==> config.mk <==
export PLATFORM = sky130hd
export DESIGN_NAME = rx_check_module
export DESIGN_NICKNAME = d
export VERILOG_FILES = /design/src/rtl/rx_check_module.sv
export SDC_FILE = /design/constraint.sdc
export NUM_CORES = 1
export LEC_CHECK = 0
export CAP_MARGIN = 15
export CORE_MARGIN = 1.5
export CORE_UTILIZATION = 49
export CTS_CLUSTER_DIAMETER = 50
export DETAILED_ROUTE_END_ITERATION = 8
export PLACE_DENSITY = 0.9
export SETUP_SLACK_MARGIN = 0.05
export SLEW_MARGIN = 20
export SYNTH_ARGS = -nofsm -noshare
export SYNTH_HDL_FRONTEND = slang
export SYNTH_SLANG_ARGS = --single-unit
==> constraint.sdc <==
create_clock -name clk -period 4 [get_ports clk]
set_input_delay 0.8 -clock clk [delete_from_list [all_inputs] [get_ports clk]]
set_output_delay 0.8 -clock clk [all_outputs]
set_load 0.005 [all_outputs]
==> src/rtl/rx_check_module.sv <==
// rx_check_module: per-port egress receive checker (framing, length, destination, statistics).
// Optional payload sequence check is compiled in when RX_PAYLOAD_CHECK_EN is defined.
//   state   | meaning
//   IDLE    | waiting for a header beat
//   PAYLOAD | counting payload beats of the current packet
//   DRAIN   | length reached without eop, discarding beats until eop
module rx_check_module #(
  parameter int RX_PORT         = 0,
  parameter int PORT_NUB        = 4,
  parameter int PRIORITY        = 8,
  parameter int DATA_LENGTH_MAX = 256,
  parameter int DATA_WIDTH      = 32,
  localparam int WIDTH_SEL      = $clog2(PORT_NUB),
  localparam int WIDTH_PRIORITY = $clog2(PRIORITY),
  localparam int WIDTH_LENGTH   = $clog2(DATA_LENGTH_MAX)
) (
  input  logic                      clk,
  input  logic                      rst_n,
  input  logic                      hold,
  input  logic                      rd_sop,
  input  logic                      rd_eop,
  input  logic                      rd_vld,
  input  logic [DATA_WIDTH-1:0]     rd_data,
  output logic                      ready,
  output logic                      pkt_done,
  output logic [WIDTH_LENGTH-1:0]   last_len,
  output logic [WIDTH_PRIORITY-1:0] last_prio,
  output logic [15:0]               pkt_cnt,
  output logic [15:0]               err_cnt,
  output logic [2:0]                err_code,
  output logic                      err_flag
);

  localparam int HDR_W = WIDTH_SEL + WIDTH_PRIORITY + WIDTH_LENGTH;

  localparam logic [2:0] CODE_ORPHAN = 3'd1;
  localparam logic [2:0] CODE_SOP    = 3'd2;
  localparam logic [2:0] CODE_LEN    = 3'd3;
  localparam logic [2:0] CODE_DEST   = 3'd4;
  localparam logic [2:0] CODE_DATA   = 3'd5;
  localparam logic [2:0] CODE_SHORT  = 3'd6;

  typedef enum logic [1:0] {
    S_IDLE    = 2'd0,
    S_PAYLOAD = 2'd1,
    S_DRAIN   = 2'd2
  } state_t;

  state_t                    state;
  logic [WIDTH_LENGTH:0]     k;
  logic [WIDTH_LENGTH-1:0]   len_q;
  logic [WIDTH_PRIORITY-1:0] prio_q;
  logic                      pkt_err;

  logic [WIDTH_SEL-1:0]      hdr_dest;
  logic [WIDTH_PRIORITY-1:0] hdr_prio;
  logic [WIDTH_LENGTH-1:0]   hdr_len;
  logic                      hdr_short;
  logic                      hdr_dest_bad;
  logic [WIDTH_LENGTH:0]     k_inc;
  logic                      at_len;
  logic                      payload_beat;
  logic                      data_bad;
  logic                      unused_bits;

  assign hdr_dest     = rd_data[WIDTH_SEL-1:0];
  assign hdr_prio     = rd_data[WIDTH_SEL +: WIDTH_PRIORITY];
  assign hdr_len      = rd_data[WIDTH_SEL+WIDTH_PRIORITY +: WIDTH_LENGTH];
  assign hdr_short    = rd_eop | (hdr_len == '0);
  assign hdr_dest_bad = (hdr_dest != WIDTH_SEL'(RX_PORT));
  assign k_inc        = k + (WIDTH_LENGTH+1)'(1);
  assign at_len       = (k_inc == {1'b0, len_q});
  assign payload_beat = rd_vld & ~rd_sop & (state == S_PAYLOAD);
  assign unused_bits  = ^rd_data[DATA_WIDTH-1:HDR_W];

`ifdef RX_PAYLOAD_CHECK_EN
  // Only the first sequence mismatch of a packet is reported.
  logic        data_seen;
  logic [15:0] k_ref;
  assign k_ref    = 16'(k);
  assign data_bad = payload_beat & ~data_seen & (rd_data[15:0] != k_ref);
`else
  assign data_bad = 1'b0;
`endif

  logic ev_sop, ev_short, ev_len, ev_dest, ev_data, ev_orphan;
  logic good;

  always_comb begin
    ev_sop    = 1'b0;
    ev_short  = 1'b0;
    ev_len    = 1'b0;
    ev_dest   = 1'b0;
    ev_data   = 1'b0;
    ev_orphan = 1'b0;
    good      = 1'b0;
    if (rd_vld) begin
      if (rd_sop) begin
        ev_sop   = (state != S_IDLE);
        ev_short = hdr_short;
        ev_dest  = hdr_dest_bad;
      end else begin
        case (state)
          S_IDLE: ev_orphan = 1'b1;
          S_PAYLOAD: begin
            ev_data = data_bad;
            if (at_len && rd_eop) good = ~pkt_err & ~data_bad;
            else if (at_len || rd_eop) ev_len = 1'b1;
          end
          default: ;
        endcase
      end
    end
  end

  logic       ev_any;
  logic [2:0] ev_code;

  always_comb begin
    ev_any = ev_sop | ev_short | ev_len | ev_dest | ev_data | ev_orphan;
    if (ev_sop)         ev_code = CODE_SOP;
    else if (ev_short)  ev_code = CODE_SHORT;
    else if (ev_len)    ev_code = CODE_LEN;
    else if (ev_dest)   ev_code = CODE_DEST;
    else if (ev_data)   ev_code = CODE_DATA;
    else if (ev_orphan) ev_code = CODE_ORPHAN;
    else                ev_code = 3'd0;
  end

  always_ff @(posedge clk or negedge rst_n) begin
    if (!rst_n) begin
      state     <= S_IDLE;
      k         <= '0;
      len_q     <= '0;
      prio_q    <= '0;
      pkt_err   <= 1'b0;
`ifdef RX_PAYLOAD_CHECK_EN
      data_seen <= 1'b0;
`endif
      ready     <= 1'b0;
      pkt_done  <= 1'b0;
      last_len  <= '0;
      last_prio <= '0;
      pkt_cnt   <= '0;
      err_cnt   <= '0;
      err_code  <= '0;
      err_flag  <= 1'b0;
    end else begin
      ready    <= ~hold;
      pkt_done <= 1'b0;

      if (ev_any) begin
        if (err_cnt != 16'hFFFF) err_cnt <= err_cnt + 16'd1;
        err_code <= ev_code;
        err_flag <= 1'b1;
      end

      if (good) begin
        if (pkt_cnt != 16'hFFFF) pkt_cnt <= pkt_cnt + 16'd1;
        pkt_done  <= 1'b1;
        last_len  <= len_q;
        last_prio <= prio_q;
      end

      if (rd_vld) begin
        if (rd_sop) begin
          // A sop in any state restarts packet reception from this header.
          if (hdr_short) begin
            state <= S_IDLE;
          end else begin
            state     <= S_PAYLOAD;
            k         <= '0;
            len_q     <= hdr_len;
            prio_q    <= hdr_prio;
            pkt_err   <= hdr_dest_bad;
`ifdef RX_PAYLOAD_CHECK_EN
            data_seen <= 1'b0;
`endif
          end
        end else begin
          case (state)
            S_PAYLOAD: begin
              k <= k_inc;
              if (data_bad) begin
                pkt_err   <= 1'b1;
`ifdef RX_PAYLOAD_CHECK_EN
                data_seen <= 1'b1;
`endif
              end
              if (rd_eop)      state <= S_IDLE;
              else if (at_len) state <= S_DRAIN;
            end
            S_DRAIN: begin
              if (rd_eop) state <= S_IDLE;
            end
            default: state <= S_IDLE;
          endcase
        end
      end
    end
  end

endmodule
After elaboration in Yosys (flattened, before gate mapping)
Cells that the tools add are included.
Widths: inputs -> output; s select.
{"block": "op_classes", "add_sub_neg": 3, "bitwise": 8, "n_reduce_logical": 12, "n_eq_ne": 8, "muxes": 33}
{"cell": "$add 16x1->16 const B", "count": 2}
{"cell": "$ne 16x16->1 const B", "count": 2}
{"cell": "$mux 9", "count": 3}
{"cell": "$mux 1", "count": 21}
{"cell": "$mux 3", "count": 4}
{"cell": "$add 9x1->9 const B", "count": 1}
{"cell": "$eq 9x8->1", "count": 1}
{"cell": "$reduce_and 3->1", "count": 3}
{"cell": "$logic_not 8->1", "count": 1}
{"cell": "$mux 2", "count": 4}
{"cell": "$reduce_bool 2->1", "count": 3}
{"cell": "$or 1x1->1", "count": 5}
{"cell": "$ne 4x4->1 const B", "count": 1}
{"cell": "$pmux 2 s2", "count": 1}
{"cell": "$reduce_and 2->1", "count": 2}
{"cell": "$ne 3x3->1 const B", "count": 1}
{"cell": "$not 1->1", "count": 3}
{"cell": "$eq 2x1->1 const B", "count": 1}
{"cell": "$eq 2x2->1 const B", "count": 1}
{"cell": "$logic_not 2->1", "count": 1}
{"cell": "$ne 2x2->1 const B", "count": 1}
{"cell": "$logic_and 1x1->1", "count": 1}
{"cell": "$logic_or 1x1->1", "count": 1}
{"block": "word_totals", "wordCells": 77, "out_inout_bits": 49, "inputBits": 38, "regBits": 72}

Longest topological paths before layout
Gate-level depths: netlist of run 1.
{"block": "depth", "word_depth": 12, "depth_mapped": 15, "mapped_depth_nobuf": 14}

Worst setup path before layout of run 1
No wires, ideal clock.
{"block": "synth_path", "path_kind": "flip-flop to flip-flop", "start": "reg k[0]", "end": "reg err_cnt[1]", "required_time_ns": 3.875, "setup_slack_ns": 0.539, "period_less_slack_ns": 3.461, "n_path_buf": 1, "stages_incl_launch_ff": 15, "arrival_time_ns": 3.336, "setup_ns": 0.125, "path_cell_list": "dfrtp_1 ha_1 nand3_2 or3_1 xor2_1 nand2_1 or4b_1 inv_1 ha_1 nor2b_1 or4_1 o21ai_1 and2_1 buf_2 mux2_2"}
{"block": "synth_between", "elab_chain_cells": 12, "elab_cells_between_ends": 13, "cone_classes": "add/sub: 1; eq/ne: 1; mux: 5; bitwise: 3; reduce/logical: 3"}
{"element": "start, declared", "line_no": "50", "source": "logic [WIDTH_LENGTH:0] k;"}
{"element": "start signal, assigned", "line_no": "183", "source": "k <= k_inc;"}
{"element": "$add 9x1->9 (*)", "line_no": "71", "source": "assign k_inc = k + (WIDTH_LENGTH+1)'(1);"}
{"element": "$eq 9x8->1 (*)", "line_no": "72", "source": "assign at_len = (k_inc == {1'b0, len_q});"}
{"element": "$logic_or 1x1->1", "line_no": "108", "source": "else if (at_len || rd_eop) ev_len = 1'b1;"}
{"element": "$mux 1", "line_no": "108"}
{"element": "$mux 1 (*)", "line_no": "107", "source": "if (at_len && rd_eop) good = ~pkt_err & ~data_bad;"}
{"element": "$mux 1 (*)", "line_no": "103", "source": "case (state)"}
{"element": "$mux 1 (*)", "line_no": "98", "source": "if (rd_sop) begin"}
{"element": "$mux 1 (*)", "line_no": "97", "source": "if (rd_vld) begin"}
{"element": "$or 1x1->1 (*) (3 in a row)", "line_no": "120", "source": "ev_any = ev_sop | ev_short | ev_len | ev_dest | ev_data | ev_orphan;"}
{"element": "$reduce_and 2->1 (no line) (*)"}
{"element": "end signal, assigned", "line_no": "153", "source": "if (err_cnt != 16'hFFFF) err_cnt <= err_cnt + 16'd1;"}
{"element": "end, declared", "line_no": "29", "source": "output logic [15:0] err_cnt,"}
Every way passes the cells marked *; elsewhere a longest branch is shown, timed or not.
A chain may end at the register's enable or synchronous reset.

Worst setup path after layout of run 1
Same ends and word-level chain as after synthesis.

==> out/qor.txt, run 1 <==
status: complete, no violations
switching share of total power: 0.2644
Final TNS setup: 0 ns
vias in the first global route: 2696
Routed Antenna Nets: 0
TritonCTS clock tree: done
Total Power: 1.661 mW
first-pass iteration count of the detailed router: 4
Largest delay share family, worst path: simple AND/OR/NAND/NOR gates
area of the multi-input gates: 1550 sq um
# setup viols final: 0
fin crit period: 3.709 ns
CTS Buffer Depth: 2
PortBufs: 67
setup slack, reg-to-reg: 0.29 ns
clock-pin slew on the worst setup and hold paths: 0.07 ns
Post-Place Worst Slack: 0.1160 ns
met2 GRT Util: 0.3473
total grt overflow: 0
worst r2r dst: err_cnt[1]
Logic pwr share: 0.171
routed vias/inst: 5.515
R2R Path Start: k[0]
Reg2Reg Depth: 13
Setup WS post-layout: 0.2914 ns
largest family of logic cells by synthesized area: simple AND/OR/NAND/NOR gates
fmax: 269.6 MHz
simple logic cell fraction of the synthesized area: 0.2123
register bit total from synthesis: 72
worst slew pin tran: 0.6202 ns
skew final: 0.009593 ns
crit path capture type: register
GP Congestion: 0.8455
Hold Vio Cnt, Final: 0
Syn Area/Cell: 10.43 sq um
share of the synthesized area in the top cell type: 0.5281
WP data arrival: 3.93 ns
Post-Synth Adder-Cell Area: 0.01467
Clk Latency, worst-skew pair: 0.33 ns
Reg power frac: 0.522
top cells by area, synth: dfrtp_1 53%, nand2_1 6.4%, xnor2_1 6.2%
Diodes inserted: 0
die area: 7473 sq um
Max-cap violations: 0
post-route clock period utilization: 0.9272
Clk pwr share: 0.307
Initial Utilization: 0.5050
CP max FO: 8
initial DRC count: 230
initial antenna violation count: 0
H-tree levels: 3
CP Launch Type: register
Syn. warnings: 0
Static Leakage: 1.977 nW
Post-Route WL: 7266 microns
Vias: 2675
GRT Util Overall: 0.2083
CP max stage delay: 0.59 ns
Root Buffer: clkbuf_8
grt met3 use: 0.07048
XOR/XNOR Fraction of Synth Area: 0.1027
Die X-Extent: 86.45 microns
dpl cells: 470
most used routing layer: met2
total CTS buffers: 9
Peak VDD IR: 0.2788 mV
Critical Path RT: 4.22 ns
switching power: 0.4391 mW
Synth area leader: dfrtp_1
CP dominant cell by count: ha_1
Slowest-stage cell, CP: or4b_1
post-synth cell types: 48
first-pass GRT wire length: 12150 microns
core footprint: 6756 sq um
max_slew headroom: 0.5827
DP Wirelength: 5232 microns
RSZ-0062 raised after global routing: no
CTS sink cnt: 72
grt met1 use: 0.2580
Synth Net Count: 369
WL/cell: 14.98 microns
multiplexer share of the synthesized area: 0.05171
postcts setup bufs: 0
Compound-Gate Fraction of Synth Area: 0.06967
Area Overhead vs Synth: 27.72%
fin cells: 485
register area: 1802 sq um
commonest non-fill, non-tap cells in the layout: 72 x dfrtp_1, 66 x clkdlybuf4s50_1, 58 x nand2_1
nets: 443
largest net degree at the start of global routing: 51
num ports: 87
fillers: 554
internal power: 1.222 mW
critical path class: reg2reg
commonest non-fill, non-tap cell in the layout: dfrtp_1
post-synthesis cell count: 327
Pwr Density: 381.1 nW/um^2
Netlist Area Pre-Place: 3412 sq um
sequential fraction of the synthesis area: 0.5281
WHS: 0.4243 ns
layout cells sized above 1: 0.1136
Final Max Slew Viols: 0
HP Class: in2async
worst path bufs/invs: 1
Die Height: 86.45 microns
CP cell instances: ha_1 -> nand3_2 -> or3_1 -> xor2_1 -> nand2_1 -> or4b_1 -> inv_1 -> ha_1 -> nor2b_1 -> or4_1 -> o21ai_2 -> and2_4 -> mux2_2
number of core rows: 30
residual DRC count: 0
==> flip-flops by register name (all words and copies together) (netlist names), 2 cells and up <==
| name | flops |
|---|---|
| err_cnt | 16 |
| err_code | 3 |
| k | 9 |
| last_len | 8 |
| last_prio | 3 |
| len_q | 8 |
| pkt_cnt | 16 |
| prio_q | 3 |
| state | 2 |
==> power by group through the flow <==
| stage | sequential, mW | combinational, mW | clock (mW) |
|---|---|---|---|
| after floorplan | 0.869 | 0.147 | 0 |
| after global placement | 0.878 | 0.275 | 0 |
| after detailed placement | 0.881 | 0.284 | 0 |
| after CTS | 0.867 | 0.286 | 0.527 |
| after global routing | 0.878 | 0.319 | 0.555 |
| final | 0.867 | 0.284 | 0.510 |
==> synthesized netlist by cell type (all sizes together) <==
cell type / count
nor4bb: 1
nor2b: 2
or2: 1
nor4: 2
or4: 5
dfrtp: 72
nor3b: 1
and4b: 1
mux2: 13
nand3b: 2
nand4: 2
or3: 2
ha: 4
a21oi: 10
o21ai: 19
a21o: 1
clkbuf: 4
o31ai: 3
nor3: 8
a31o: 1
a221o: 1
xnor2: 24
xor2: 16
nor4b: 1
nand3: 20
or4b: 1
and4: 4
mux2i: 3
nor2: 17
a311o: 1
o21a: 2
and2: 3
inv: 8
a211oi: 1
buf: 5
nand2: 58
and3: 8
==> per-layer routing <==
layer,share of wire,up-vias
li1,-,1272
met1,0.43,1330
met2,0.51,66
met3,0.047,7
met4,0.012,0
met5,0,-
==> layout make-up <==
cell class / instances / area share
Clock inverter: 3 / 0.004020
Tap cell: 80 / 0.02297
Clock buffer: 12 / 0.03560
Multi-Input combinational cell: 238 / 0.3557
Inverter: 8 / 0.006891
Timing Repair Buffer: 72 / 0.1614
Sequential cell: 72 / 0.4134
==> per-stage QoR <==
step / util / instance area (sq um)
finish: 0.6450 / 4358
global route: 0.6450 / 4358
CTS: 0.6433 / 4347
detailed placement: 0.6178 / 4174
global placement: 0.6178 / 4174
floorplan: - / 3412
==> cells by family after synthesis <==
| family | count (synthesis) |
|---|---|
| AOI/OAI and AO/OA | 39 |
| xor gates and xnor gates | 40 |
| adders and majority gates | 4 |
| buffers and inverters | 17 |
| DFF | 72 |
| muxes | 16 |
| and+or+nand+nor | 139 |
==> worst reg2reg max path: cells and delay by family, from the launching register on <==
family | cells | cell delay [ns]
AOI/OAI and AO/OA | 1 | 0.16
xor gates and xnor gates | 1 | 0.15
adders and majority gates | 2 | 0.43
buffers and inverters | 1 | 0.09
DFF | 1 | 0.44
muxes | 1 | 0.34
and+or+nand+nor | 7 | 2.00
==> how the worst max path moves through the flow <==
stage	startpoint	endpoint	slack [ns]	cells past startpoint
after global routing	k[0]	err_cnt[1]	0.08	13
after detailed placement	k[0]	err_cnt[1]	0.12	13
after global placement	k[0]	err_cnt[1]	0.19	13
final	k[0]	err_cnt[1]	0.29	13
after floorplan	k[0]	err_cnt[1]	0.54	14
after CTS	k[0]	err_cnt[1]	0.1	13
==> timing repair <==
item / in CTS / in global routing
resized for setup: 0 / 4
endpoints found under the setup margin: 0 / 15
hold buffers: 0 / 0
(Power assumes the default switching activity.)
==> run 2: changes to the inputs <==
Settings changed: TNS_END_PERCENT from default to 1.
==> results of run 2 <==
Final layout, timing and power as in run 1 (identical DEF).
